--- config.mk ---
export PLATFORM = sky130hd
export DESIGN_NAME = regfile_write_arbiter
export DESIGN_NICKNAME = d
export VERILOG_FILES = /design/src/rtl/regfile_write_arbiter_pkg.sv /design/src/rtl/regfile_write_arbiter_aux_wb_fifo.sv /design/src/rtl/regfile_write_arbiter.sv
export SDC_FILE = /design/constraint.sdc
export NUM_CORES = 1
export LEC_CHECK = 0
export ABC_AREA = 1
export BUFFER_PORTS_ARGS = -buffer_cell sky130_fd_sc_hd__buf_2
export CAP_MARGIN = 20
export CORE_UTILIZATION = 56
export DETAILED_ROUTE_END_ITERATION = 7
export HOLD_SLACK_MARGIN = 0.15
export PLACE_DENSITY = 0.88
export SYNTH_ARGS = -nofsm -noshare
export SYNTH_HDL_FRONTEND = slang
export SYNTH_HIERARCHICAL = 1
export SYNTH_SLANG_ARGS = --single-unit
--- constraint.sdc ---
create_clock -name clk -period 3.1 [get_ports clk]
set_input_delay 0.155 -clock clk [delete_from_list [all_inputs] [get_ports clk]]
set_output_delay 0.155 -clock clk [all_outputs]
set_load 0.1 [all_outputs]
--- src/rtl/regfile_write_arbiter_pkg.sv ---
// Shared types and widths for the register-file write arbiter and its AUX buffer.
package regfile_write_arbiter_pkg;

    localparam int RF_ADDR_W = 5;
    localparam int XLEN      = 32;

    typedef struct packed {
        logic                 valid;
        logic                 dead;
        logic [RF_ADDR_W-1:0] rd;
        logic [XLEN-1:0]      data;
    } aux_entry_t;

endpackage

--- src/rtl/regfile_write_arbiter_aux_wb_fifo.sv ---
// In-order buffer of pending AUX results, with WAW kill-by-rd and a youngest-match query.
// Latency: push and pop take effect at the rising edge; the head and query outputs are combinational.
// Backpressure: the parent must not push when count == DEPTH or pop when count == 0.
module aux_wb_fifo
    import regfile_write_arbiter_pkg::*;
#(
    parameter int N     = RF_ADDR_W,
    parameter int DEPTH = 2
) (
    input  logic                     clk,
    input  logic                     rst,
    input  logic                     push_vld,
    input  logic [N-1:0]             push_rd,
    input  logic [XLEN-1:0]          push_dat,
    input  logic                     pop,
    input  logic                     kill_vld,
    input  logic [N-1:0]             kill_rd,
    input  logic [N-1:0]             q_rd,
    output logic                     q_hit,
    output logic [XLEN-1:0]          q_dat,
    output logic                     head_live,
    output logic [N-1:0]             head_rd,
    output logic [XLEN-1:0]          head_dat,
    output logic [$clog2(DEPTH):0]   count
);

    localparam int PTR_W = $clog2(DEPTH);
    localparam int CNT_W = PTR_W + 1;

    aux_entry_t       mem [DEPTH];
    logic [PTR_W-1:0] head;
    logic [PTR_W-1:0] tail;
    logic [PTR_W-1:0] q_idx;

    always_ff @(posedge clk or posedge rst) begin
        if (rst) begin
            head  <= '0;
            tail  <= '0;
            count <= '0;
            for (int i = 0; i < DEPTH; i++) begin
                mem[i] <= '0;
            end
        end else begin
            // A younger WB write to the same rd makes the buffered value obsolete.
            for (int i = 0; i < DEPTH; i++) begin
                if (kill_vld && mem[i].valid && N'(mem[i].rd) == kill_rd) begin
                    mem[i].dead <= 1'b1;
                end
            end
            if (pop) begin
                mem[head].valid <= 1'b0;
                mem[head].dead  <= 1'b0;
                head            <= head + 1'b1;
            end
            if (push_vld) begin
                mem[tail] <= '{valid: 1'b1,
                               dead:  kill_vld && (push_rd == kill_rd),
                               rd:    RF_ADDR_W'(push_rd),
                               data:  push_dat};
                tail      <= tail + 1'b1;
            end
            count <= count + CNT_W'(push_vld) - CNT_W'(pop);
        end
    end

    assign head_live = mem[head].valid & ~mem[head].dead;
    assign head_rd   = N'(mem[head].rd);
    assign head_dat  = mem[head].data;

    // Walk oldest to youngest so the last match found is the youngest one.
    always_comb begin
        q_hit = 1'b0;
        q_dat = '0;
        q_idx = '0;
        for (int k = 0; k < DEPTH; k++) begin
            q_idx = head + PTR_W'(k);
            if (mem[q_idx].valid && !mem[q_idx].dead &&
                N'(mem[q_idx].rd) == q_rd && q_rd != '0) begin
                q_hit = 1'b1;
                q_dat = mem[q_idx].data;
            end
        end
    end

endmodule

--- src/rtl/regfile_write_arbiter.sv ---
// Shares the register file write port between pipeline WB (priority) and a buffered AUX producer.
// Latency: one cycle from request to rf_* outputs; the register file commits on the falling edge.
// Backpressure: aux_ready drops when the buffer is full; wb_stall asks WB to yield after starvation.
module regfile_write_arbiter
    import regfile_write_arbiter_pkg::*;
#(
    parameter int N            = RF_ADDR_W,
    parameter int DEPTH        = 2,
    parameter int STARVE_LIMIT = 4
) (
    input  logic                   clk,
    input  logic                   rst,
    input  logic                   wb_we,
    input  logic [N-1:0]           wb_rd,
    input  logic [XLEN-1:0]        wb_data,
    input  logic                   aux_valid,
    output logic                   aux_ready,
    input  logic [N-1:0]           aux_rd,
    input  logic [XLEN-1:0]        aux_data,
    input  logic [N-1:0]           q_rd,
    output logic                   q_hit,
    output logic [XLEN-1:0]        q_data,
    output logic                   wb_stall,
    output logic                   rf_we,
    output logic [N-1:0]           rf_waddr,
    output logic [XLEN-1:0]        rf_wdata,
    output logic [$clog2(DEPTH):0] aux_count
);

    localparam int CNT_W = $clog2(DEPTH) + 1;
    localparam int ST_W  = $clog2(STARVE_LIMIT + 1) + 1;

    logic            wb_wr;
    logic            push_vld;
    logic            pop;
    logic            fifo_empty;
    logic            head_live;
    logic [N-1:0]    head_rd;
    logic [XLEN-1:0] head_dat;
    logic [ST_W-1:0] starve_cnt;
    logic [ST_W-1:0] starve_nxt;

    assign wb_wr      = wb_we && (wb_rd != '0);
    assign fifo_empty = (aux_count == '0);
    assign aux_ready  = ~rst && (aux_count != CNT_W'(DEPTH));
    // x0 results are accepted but never occupy a slot.
    assign push_vld   = aux_valid && aux_ready && (aux_rd != '0);
    assign pop        = ~wb_wr && ~fifo_empty;

    aux_wb_fifo #(
        .N     (N),
        .DEPTH (DEPTH)
    ) u_fifo (
        .clk       (clk),
        .rst       (rst),
        .push_vld  (push_vld),
        .push_rd   (aux_rd),
        .push_dat  (aux_data),
        .pop       (pop),
        .kill_vld  (wb_wr),
        .kill_rd   (wb_rd),
        .q_rd      (q_rd),
        .q_hit     (q_hit),
        .q_dat     (q_data),
        .head_live (head_live),
        .head_rd   (head_rd),
        .head_dat  (head_dat),
        .count     (aux_count)
    );

    always_comb begin
        starve_nxt = starve_cnt;
        if (fifo_empty || pop) begin
            starve_nxt = '0;
        end else if (starve_cnt != '1) begin
            starve_nxt = starve_cnt + 1'b1;
        end
    end

    always_ff @(posedge clk or posedge rst) begin
        if (rst) begin
            rf_we      <= 1'b0;
            rf_waddr   <= '0;
            rf_wdata   <= '0;
            starve_cnt <= '0;
            wb_stall   <= 1'b0;
        end else begin
            starve_cnt <= starve_nxt;
            wb_stall   <= (starve_nxt >= ST_W'(STARVE_LIMIT));
            if (wb_wr) begin
                rf_we    <= 1'b1;
                rf_waddr <= wb_rd;
                rf_wdata <= wb_data;
            end else if (pop) begin
                // A killed head just frees its slot; address and data hold.
                rf_we <= head_live;
                if (head_live) begin
                    rf_waddr <= head_rd;
                    rf_wdata <= head_dat;
                end
            end else begin
                rf_we <= 1'b0;
            end
        end
    end

endmodule

-- Yosys cells after proc, flatten, opt, wreduce, memory -nomap -nowiden
Cells that the tools add are included.
- logic and storage cells: 103
- register bits after elaboration: 125
- order comparisons: 6
- bitwise operators: 8
- reduce and logical (&&, ||, !) cells: 28
- muxes and demuxes: 33
- eq/ne operators: 7
- add/sub/neg operators: 5
- operator list (kind ; count):
    2-to-1 mux 39 bit ; 8
    bitwise mux 78 bit ; 3
    2-to-1 mux 32 bit ; 5
    2-to-1 mux 78 bit ; 2
    demux 39 bit (select 1 bit) ; 3
    2-to-1 mux 38 bit ; 1
    == test 5 bit ; 5
    logical AND 1 bit ; 18
    2-to-1 mux 5 bit ; 3
    nonzero test 5 bit ; 3
    2-to-1 mux 4 bit ; 2
    >= comparator 2 bit, second input constant ; 3
    2-to-1 mux 1 bit ; 6
    inverter 1 -> 2 bit ; 3
    adder 4 x 1 -> 4 bit, second input constant ; 1
    >= comparator 4 x 3 -> 1 bit, second input constant ; 1
    less-than comparator 2 x 1 -> 1 bit, second input constant ; 2
    != test 4 bit, second input constant ; 1
    inverter 1 bit ; 4
    nonzero test 2 bit ; 2
    adder 1 bit, second input constant ; 2
    adder 2 x 1 -> 2 bit ; 1
    logical NOT 1 bit ; 2
    logical NOT 2 bit ; 1
    other kinds (5) ; 5

-- Logic depth before layout (Yosys ltp)
Gate-level depths: netlist (run 1).
- depth after elaboration: 10
- gate-level depth with buffers: 13
- gate-level depth less buffers: 10

-- Modules after synthesis
Netlist (run 1), hierarchy kept.
- by module, submodules not included (module ; seq. area each (µm²) ; area an instance (µm²) ; instances ; cells an instance):
    aux_wb_fifo ; 2052.0 ; 5190.0 ; 1 ; 736
    regfile_write_arbiter ; 1076.0 ; 2497.4 ; 1 ; 334

-- Worst setup path after synthesis (run 1)
Ideal clock, no wire load.
- path kind: register -> register
- start: reg u_fifo.count[0]
- end: reg u_fifo/mem[66] (netlist bit)
- stages on the path, launching flop included: 10
- arrival time: 3.702 ns
- clock period less this slack: 3.785 ns
- buffers on the path: 1
- library setup time: 0.083 ns
- path slack: -0.685 ns
- cells stage by stage: dfrtp_1 -> inv_1 -> a21oi_1 -> nand2_1 -> a21oi_1 -> inv_1 -> nor2_1 -> clkbuf_1 -> nand2_1 -> o21ai_0
- RTL lines (item ; RTL line ; source):
    start: declaration ; regfile_write_arbiter_aux_wb_fifo.sv:24 ; output logic [$clog2(DEPTH):0] count
    start signal: assignment ; regfile_write_arbiter_aux_wb_fifo.sv:62 ; count <= count + CNT_W'(push_vld) - CNT_W'(pop);
    != test 2 bit ; regfile_write_arbiter.sv:45 ; assign aux_ready = ~rst && (aux_count != CNT_W'(DEPTH));
    logical AND 1 bit ; regfile_write_arbiter.sv:45 ;
    via aux_ready ; regfile_write_arbiter.sv:17 ; output logic aux_ready,
    logical AND 1 bit (2 in series) ; regfile_write_arbiter.sv:47 ; assign push_vld = aux_valid && aux_ready && (aux_rd != '0);
    via push_vld ; regfile_write_arbiter.sv:34 ; logic push_vld;
    2-to-1 mux 78 bit ; regfile_write_arbiter_aux_wb_fifo.sv:55 ; if (push_vld) begin
    end signal: indexed assignment ; regfile_write_arbiter_aux_wb_fifo.sv:56 ; mem[tail] <= '{valid: 1'b1,
    end: declaration ; regfile_write_arbiter_aux_wb_fifo.sv:30 ; aux_entry_t mem [DEPTH];
The timed path passes the listed nets, and every way through them passes these cells.
A chain may end at the register's enable or synchronous reset.

-- Final worst setup path (run 1)
- start: reg u_fifo.head
- end: out q_data[29]
- word-level cells in the longest chain between the ends: 10
- RTL lines (item ; RTL line ; source):
    start: declaration ; regfile_write_arbiter_aux_wb_fifo.sv:31 ; logic [PTR_W-1:0] head;
    start signal: assignment ; regfile_write_arbiter_aux_wb_fifo.sv:53 ; head <= head + 1'b1;
    parallel branches: the longest is 9 deep, another holds adder 1 bit ; n/a ;
    2-to-1 mux 32 bit (*) ; regfile_write_arbiter_aux_wb_fifo.sv:77 ; if (mem[q_idx].valid && !mem[q_idx].dead &&
    end: declaration ; regfile_write_arbiter.sv:22 ; output logic [XLEN-1:0] q_data,
Every way passes the cells marked *. The select of a mux whose other input is x is not followed.

==> results of run 1 <==
[per-layer routing]
layer,GRT usage,share of wire,vias up
met2,0.517,0.45,578
li1,-,-,3847
met3,0.0819,0.11,115
met1,0.473,0.40,3809
met4,0.172,0.041,0
met5,0,0,-
[flip-flops by register name, summed over array words and instances (netlist names)]
name / flops
rf_waddr: 5
u_fifo/mem: 78
u_fifo/count: 2
wb_stall: 1
rf_wdata: 32
u_fifo/tail: 1
u_fifo/head: 1
starve_cnt: 4
rf_we: 1
[worst max-delay path: stages (launching register included)]
cell and delay [ns]:
dfrtp_4 0.62, inv_8 0.21, nand2_1 0.09, nand3_1 0.08, nand2_1 0.09, nor2_4 0.13
buf_12 0.14, buf_12 0.11, nand3_4 0.29, nand3_2 0.21, nand2_1 0.09, clkbuf_4 0.28
[what timing repair did]
action / CTS / global route
pin swaps: 1 / 2
resized for setup: 20 / 12
cloned: 1 / 0
hold buffers: 71 / 0
setup buffers: 0 / 9
endpoints found under the setup margin: 33 / 33
endpoints found under the hold margin: 191 / 0
[where the power goes]
group          switching (mW)  leakage (nW)  internal, mW
combinational            4.47          3.33          1.32
sequential              0.519          1.52          2.34
clock                   0.726         0.267          1.18
total                    5.72          5.12          4.84
[worst paths after layout]
check                           slack [ns]  depth (start not counted)        endpoint       startpoint
worst max-delay path                  0.16                         11      q_data[29]      u_fifo/head
worst min-delay path                  0.17                          5     rf_waddr[3]         wb_rd[3]
worst max register to register        0.82                          9  u_fifo/mem[27]  u_fifo/count[0]
worst min register to register        0.50                          2  u_fifo/mem[14]   u_fifo/mem[14]
max in group asynchronous             1.82                          4  u_fifo/mem[56]              rst
min in group asynchronous             0.47                          4     rf_waddr[1]              rst
[cells in the final DEF, fill, tap and decap left out, drive strengths merged, types with 6 or more instances in the layout]
cell type / instances
dfrtp: 125
nand2: 467
a21oi: 6
inv: 78
nand3b: 36
nor2: 22
nand3: 98
o21ai: 112
dlygate4sd3: 71
clkbuf: 29
buf: 176
nand4: 36
clkinv: 9
[cells by family (layout without fill, tap and decap cells)]
family,Yosys count,in the layout,share of synthesized area
xor+xnor,6,6,0.00684
compound gates,123,123,0.0809
buf+inv,151,368,0.101
fa+ha+maj,3,3,0.00488
flops,125,125,0.407
simple gates,662,663,0.400
[through the flow]
step                      setup slack [ns]  total power [mW]  utilization
after global routing               -0.0182              11.1        0.745
final                                0.163              10.6        0.745
after floorplan                      0.163              7.16            -
after CTS                          0.00375              10.3        0.734
after global placement               0.294              8.14        0.634
after detailed placement             0.223              8.23        0.634
[area by class of cell]
class                      count  share of cell area
clock buffer                  21              0.0445
inverter                      81              0.0315
sequential                   125               0.316
timing repair buffer         255               0.186
clock inverter                11              0.0121
tap                          176              0.0222
multi-input combinational    795               0.387
==> out/qor.txt, run 1 <==
status - finished, final reports clean
detail-routed via count per cell - 5.70
global-route wire length before repair - 38.3 mm
placed cell areas - 8420 µm²
Synth area leader - dfrtp_1
final hold slack - 0.166 ns
Worst-path clk slew - 0.05 ns
drc violations - 0
Post-Layout Cell Count - 1,464
cts bufs inserted - 17
final WL - 24.8 mm
Synth Cell Area - 7690 µm²
GP Congestion - 0.967
All-Layer GR Usage - 0.347
pin count of the biggest net entering global routing - 77
final setup fails - 0
# IOs - 158
Area growth syn-to-layout - 28.8%
initial antenna violation count - 0
FMAX - 0.340 GHz
CP required - 2.94 ns
Yosys cell types - 29
VDD IR max - 529 µV
worst-margin pin slew - 0.924 ns
Post-synth top cells - nand2_1 (459), dfrtp_1 (125), o21ai_0 (111)
die area - 14,200 µm²
Final ANT Viol Nets - 0
CTS tree - yes
root buf cell - clkbuf_16
DR WL/cell - 16.9 µm
clk sink count - 125
Core Region - 13,300 µm²
cell row count - 42
most numerous cell in the Yosys netlist - nand2_1
H-Tree Depth - 4
FFs w/ async S/R, synth - 1.00
DP Wirelength - 15.3 mm
chip width - 119 µm
register area share after synthesis - 0.407
Die Height - 119 µm
Syn Area/Cell - 7.18 µm²
Total Neg Setup Slack - 0 ns
crit path capture type - primary output
Port Buf Inserts - 157
effective utilization at floorplan - 0.578
TritonRoute pass-1 iters - 7
Final Cycle Share - 0.947
fin crit period - 2.94 ns
Area contributors post-synth - dfrtp_1 (41%), nand2_1 (22%), o21ai_0 (7.2%)
number of synthesized flops with an enable pin - 0
Clock Tree Buf Depth - 2
layout cells sized above 1 - 0.207
YS warnings - 6
Mapped Nets - 1,156
Top FF cell, synth - dfrtp_1
Tightest Hold Check Type - in -> reg
vias in the first global route - 7,587
type of the worst setup path - reg -> out
Synth top area share - 0.407
register area - 3130 µm²
fin. max-slew vios - 0
Mapped Cells - 1,070
Vias - 8,349
Pwr Density - 1070 nW/µm²
Startpoint Class - register
# diodes - 0
arrival time worst endpoint - 2.78 ns
Layout Nets - 1,361
clock insertion delay at the later pin of the skew report - 0.42 ns
leakage - 5.12 nW
multi-input logic area - 3830 µm²
Synth Register Bits - 125
Max FO, Critical Path - 31
slew margin rel. - 0.383
Non-Filler Cell Area, Final - 9900 µm²
Fillers - 970
max-cap viol count - 0
Fin. Hold Viols - 0
grt ovf - 0
Cells after DPL - 1,351
Clock Skews - 0.00763 ns
detailed router's first-iteration violation count - 1,179
Power figures use the tool's default switching activity.
==> run 2, diff against run 1 <==
--- a/config.mk
+++ b/config.mk
@@ -8,10 +8,10 @@
 export ABC_AREA = 1
 export BUFFER_PORTS_ARGS = -buffer_cell sky130_fd_sc_hd__buf_2
 export CAP_MARGIN = 20
-export CORE_UTILIZATION = 56
+export CORE_UTILIZATION = 40
 export DETAILED_ROUTE_END_ITERATION = 7
 export HOLD_SLACK_MARGIN = 0.15
-export PLACE_DENSITY = 0.88
+export PLACE_DENSITY = 0.68
 export SYNTH_ARGS = -nofsm -noshare
 export SYNTH_HDL_FRONTEND = slang
 export SYNTH_HIERARCHICAL = 1
==> run 2 against run 1 <==
  * Die area is 39% higher
  * Global-route usage shrank 9.9 points
  * Utilization decreased by 22 points
  * Cell count is 3.5% higher
  * Clock skew decreased by 0.0013 ns
  * Via count shrank 6.5%
  * Critical path type unchanged
  * Register-to-register slack got worse by 0.08 ns
  * Count of clock-buffer cells in the layout decreased by 2
  * Sequential cell count is the same
  * Combinational power fell by 3%
  * Highest routed layer unchanged
  * Wire length decreased by 3.5%
  * Largest cell class unchanged
  * First-iteration DRC count fell by 35%
==> out/qor.txt, run 2 (synthesis results as in run 1) <==
crit path capture type - primary output (unchanged)
Fin. Hold Viols - 0 (unchanged)
Crit path top cell by count - nand2_1 (unchanged)
sequential power share - 0.270 (was 0.271)
Setup Buffers After CTS - 0 (unchanged)
max incr delay on CP - 0.53 ns (was 0.62 ns)
sw power - 5.64 mW (was 5.72 mW)
Clock Tree Buf Depth - 2 (unchanged)
H-Tree Depth - 4 (unchanged)
drc violations - 0 (unchanged)
initial antenna violation count - 0 (unchanged)
Port Buf Inserts - 157 (unchanged)
chip width - 141 µm (was 119 µm)
Max FO, Critical Path - 53 (was 31)
Area growth syn-to-layout - 28.9% (was 28.8%)
Comb pwr share - 0.538 (was 0.549)
CP required - 2.94 ns (about the same)
# IOs - 158 (unchanged)
arrival time worst endpoint - 2.80 ns (was 2.78 ns)
Fillers - 1,794 (was 970)
worst reg2reg path startpoint - u_fifo/count[0] (unchanged)
Final Cycle Share - 0.954 (was 0.947)
Layout Nets - 1,354 (was 1,361)
largest registers - u_fifo/mem: 78 flops, rf_wdata: 32 flops, rf_waddr: 5 flops (unchanged)
Design Power - 10.4 mW (was 10.6 mW)
GR Layer Usage met3 - 0.0489 (was 0.0819)
Tightest Hold Check Type - in -> reg (unchanged)
Startpoint Class - register (unchanged)
DR WL/cell - 15.8 µm (was 16.9 µm)
Biggest register - u_fifo/mem (unchanged)
grt ovf - 0 (unchanged)
sw frac - 0.541 (was 0.542)
final hold slack - 0.196 ns (was 0.166 ns)
CP startpoint - u_fifo/head (unchanged)
met1 Resource Use GR - 0.337 (was 0.473)
Worst-path clk slew - 0.06 ns (was 0.05 ns)
hold path start - wb_rd[4] (was wb_rd[3])
root buf cell - clkbuf_16 (unchanged)
Final ANT Viol Nets - 0 (unchanged)
fin crit period - 2.96 ns (was 2.94 ns)
All-Layer GR Usage - 0.248 (was 0.347)
detailed router's first-iteration violation count - 772 (was 1,179)
grt met2 use - 0.385 (was 0.517)
Max stage delay cell, worst path - dfrtp_2 (was dfrtp_4)
VDD IR max - 467 µV (was 529 µV)
Vias - 7,807 (was 8,349)
Die Height - 141 µm (was 119 µm)
GR peak layer - met2 (unchanged)
Core Region - 18,800 µm² (was 13,300 µm²)
effective utilization at floorplan - 0.410 (was 0.578)
Pwr Density - 1050 nW/µm² (was 1070 nW/µm²)
layout cells sized above 1 - 0.203 (was 0.207)
die area - 19,800 µm² (was 14,200 µm²)
Clock Skews - 0.00637 ns (was 0.00763 ns)
type of the worst setup path - reg -> out (unchanged)
Largest register FFs - 78 (unchanged)
clock insertion delay at the later pin of the skew report - 0.42 ns (about the same)
max-cap viol count - 0 (unchanged)
# diodes - 0 (unchanged)
cell row count - 50 (was 42)
CTS tree - yes (unchanged)
slew margin rel. - 0.322 (was 0.383)
most common cell after layout, fill and taps aside - nand2_1 (unchanged)
worst-margin pin slew - 1.01 ns (was 0.924 ns)
FMAX - 0.338 GHz (was 0.340 GHz)
most frequent cells in the layout - nand2_1 (459), buf_2 (131), dfrtp_1 (124) (was nand2_1 (459), buf_2 (130), dfrtp_1 (124))
DP Wirelength - 16.2 mm (was 15.3 mm)
RSZ-0062 raised after global routing - yes
final WL - 23.9 mm (was 24.8 mm)
vias in the first global route - 7,371 (was 7,587)
final setup fails - 0 (unchanged)
GP Congestion - 0.933 (was 0.967)
status - finished, final reports clean (unchanged)
fin. max-slew vios - 0 (unchanged)
pin count of the biggest net entering global routing - 77 (unchanged)
leakage - 5.09 nW (was 5.12 nW)
Worst Path Buf+Inv - 3 (was 4)
Total Neg Setup Slack - 0 ns (unchanged)
TritonRoute pass-1 iters - 8 (was 7)
cts bufs inserted - 17 (unchanged)
detail-routed via count per cell - 5.15 (was 5.70)
Clk pwr share - 0.192 (was 0.180)
global-route wire length before repair - 38.2 mm (was 38.3 mm)
Worst path top cell family by delay - buffers and inverters (was simple AND/OR/NAND/NOR gates)
CP Cell Sequence - inv_8 > nand2_1 > nand2_2 > nand2_1 > nand2_1 > nand3_4 > nor2_8 > buf_12 > nand3_2 > nand2_1 > buf_2 (was inv_8 > nand2_1 > nand3_1 > nand2_1 > nor2_4 > buf_12 > buf_12 > nand3_4 > nand3_2 > nand2_1 > clkbuf_4)
clk sink count - 125 (unchanged)
Internal - 4.79 mW (was 4.84 mW)
run 2: changes by cell type in the layout (fill, tap and decap cells not counted), moves of 3 or more:
cell           delta
buf_4            -26
clkbuf_4         +17
clkbuf_1          -4
buf_12            -3
dlygate4sd3_1     +3
run 2: what timing repair did:
action | 4_1_cts | 5_1_grt
hold buffers | 74 | 0
gates resized for setup | 1 | 28
endpoints found under the hold margin | 185 | 0
endpoints found under the setup margin | 1 | 32
run 2: power groups by stage:
| stage | clock (mW) | sequential (mW) | combinational, mW |
|---|---|---|---|
| floorplan | 0 | 4.19 | 2.96 |
| global placement | 0 | 2.80 | 5.42 |
| detailed placement | 0 | 2.82 | 5.45 |
| CTS | 2.05 | 2.80 | 5.54 |
| global route | 2.12 | 2.90 | 6.06 |
| finish | 2.00 | 2.81 | 5.61 |
run 2: final timing paths:
check                                       to  slack (ns)  depth (start not counted)
worst min-delay path               rf_waddr[4]        0.20                          4
worst max register to register  u_fifo/mem[26]        0.74                          9
worst min register to register  u_fifo/mem[31]        0.49                          2
min in group asynchronous       u_fifo/mem[33]        0.46                          3
worst max-delay path                q_data[28]        0.14                         11
max in group asynchronous       u_fifo/mem[12]        1.89                          4
run 2: layer usage:
layer	wire, µm	up-vias
li1	-	3833
met1	10900	3612
met2	10800	313
met3	1460	49
met4	765	0
met5	0	-
run 2: tightest hold or removal path, stage by stage:
cell and delay, ns:
buf_2 0.19, nand3b_1 0.13, nand2_1 0.05, nand2_1 0.05
run 2: layout make-up:
class,instances,area [µm²],share of cell area
Multi-Input combinational cell,794,3800,0.384
Sequential cell,125,3130,0.316
Timing Repair Buffer,249,1780,0.179
Clock buffer,19,453,0.0457
Inverter,81,312,0.0315
Tap cell,234,293,0.0296
Clock inverter,13,140,0.0141
run 2: stage by stage:
| step | cell area, µm² | util | cells | setup slack [ns] |
|---|---|---|---|---|
| 3_3_place_gp | 8500 | 0.453 | 1409 | 0.449 |
| 3_5_place_dp | 8500 | 0.453 | 1409 | 0.437 |
| 5_1_grt | 9910 | 0.528 | 1515 | -0.0154 |
| 4_1_cts | 9830 | 0.524 | 1515 | 0.00250 |
| 2_1_floorplan | 7700 | - | 1070 | 0.163 |
| 6_report | 9910 | 0.528 | 1515 | 0.142 |
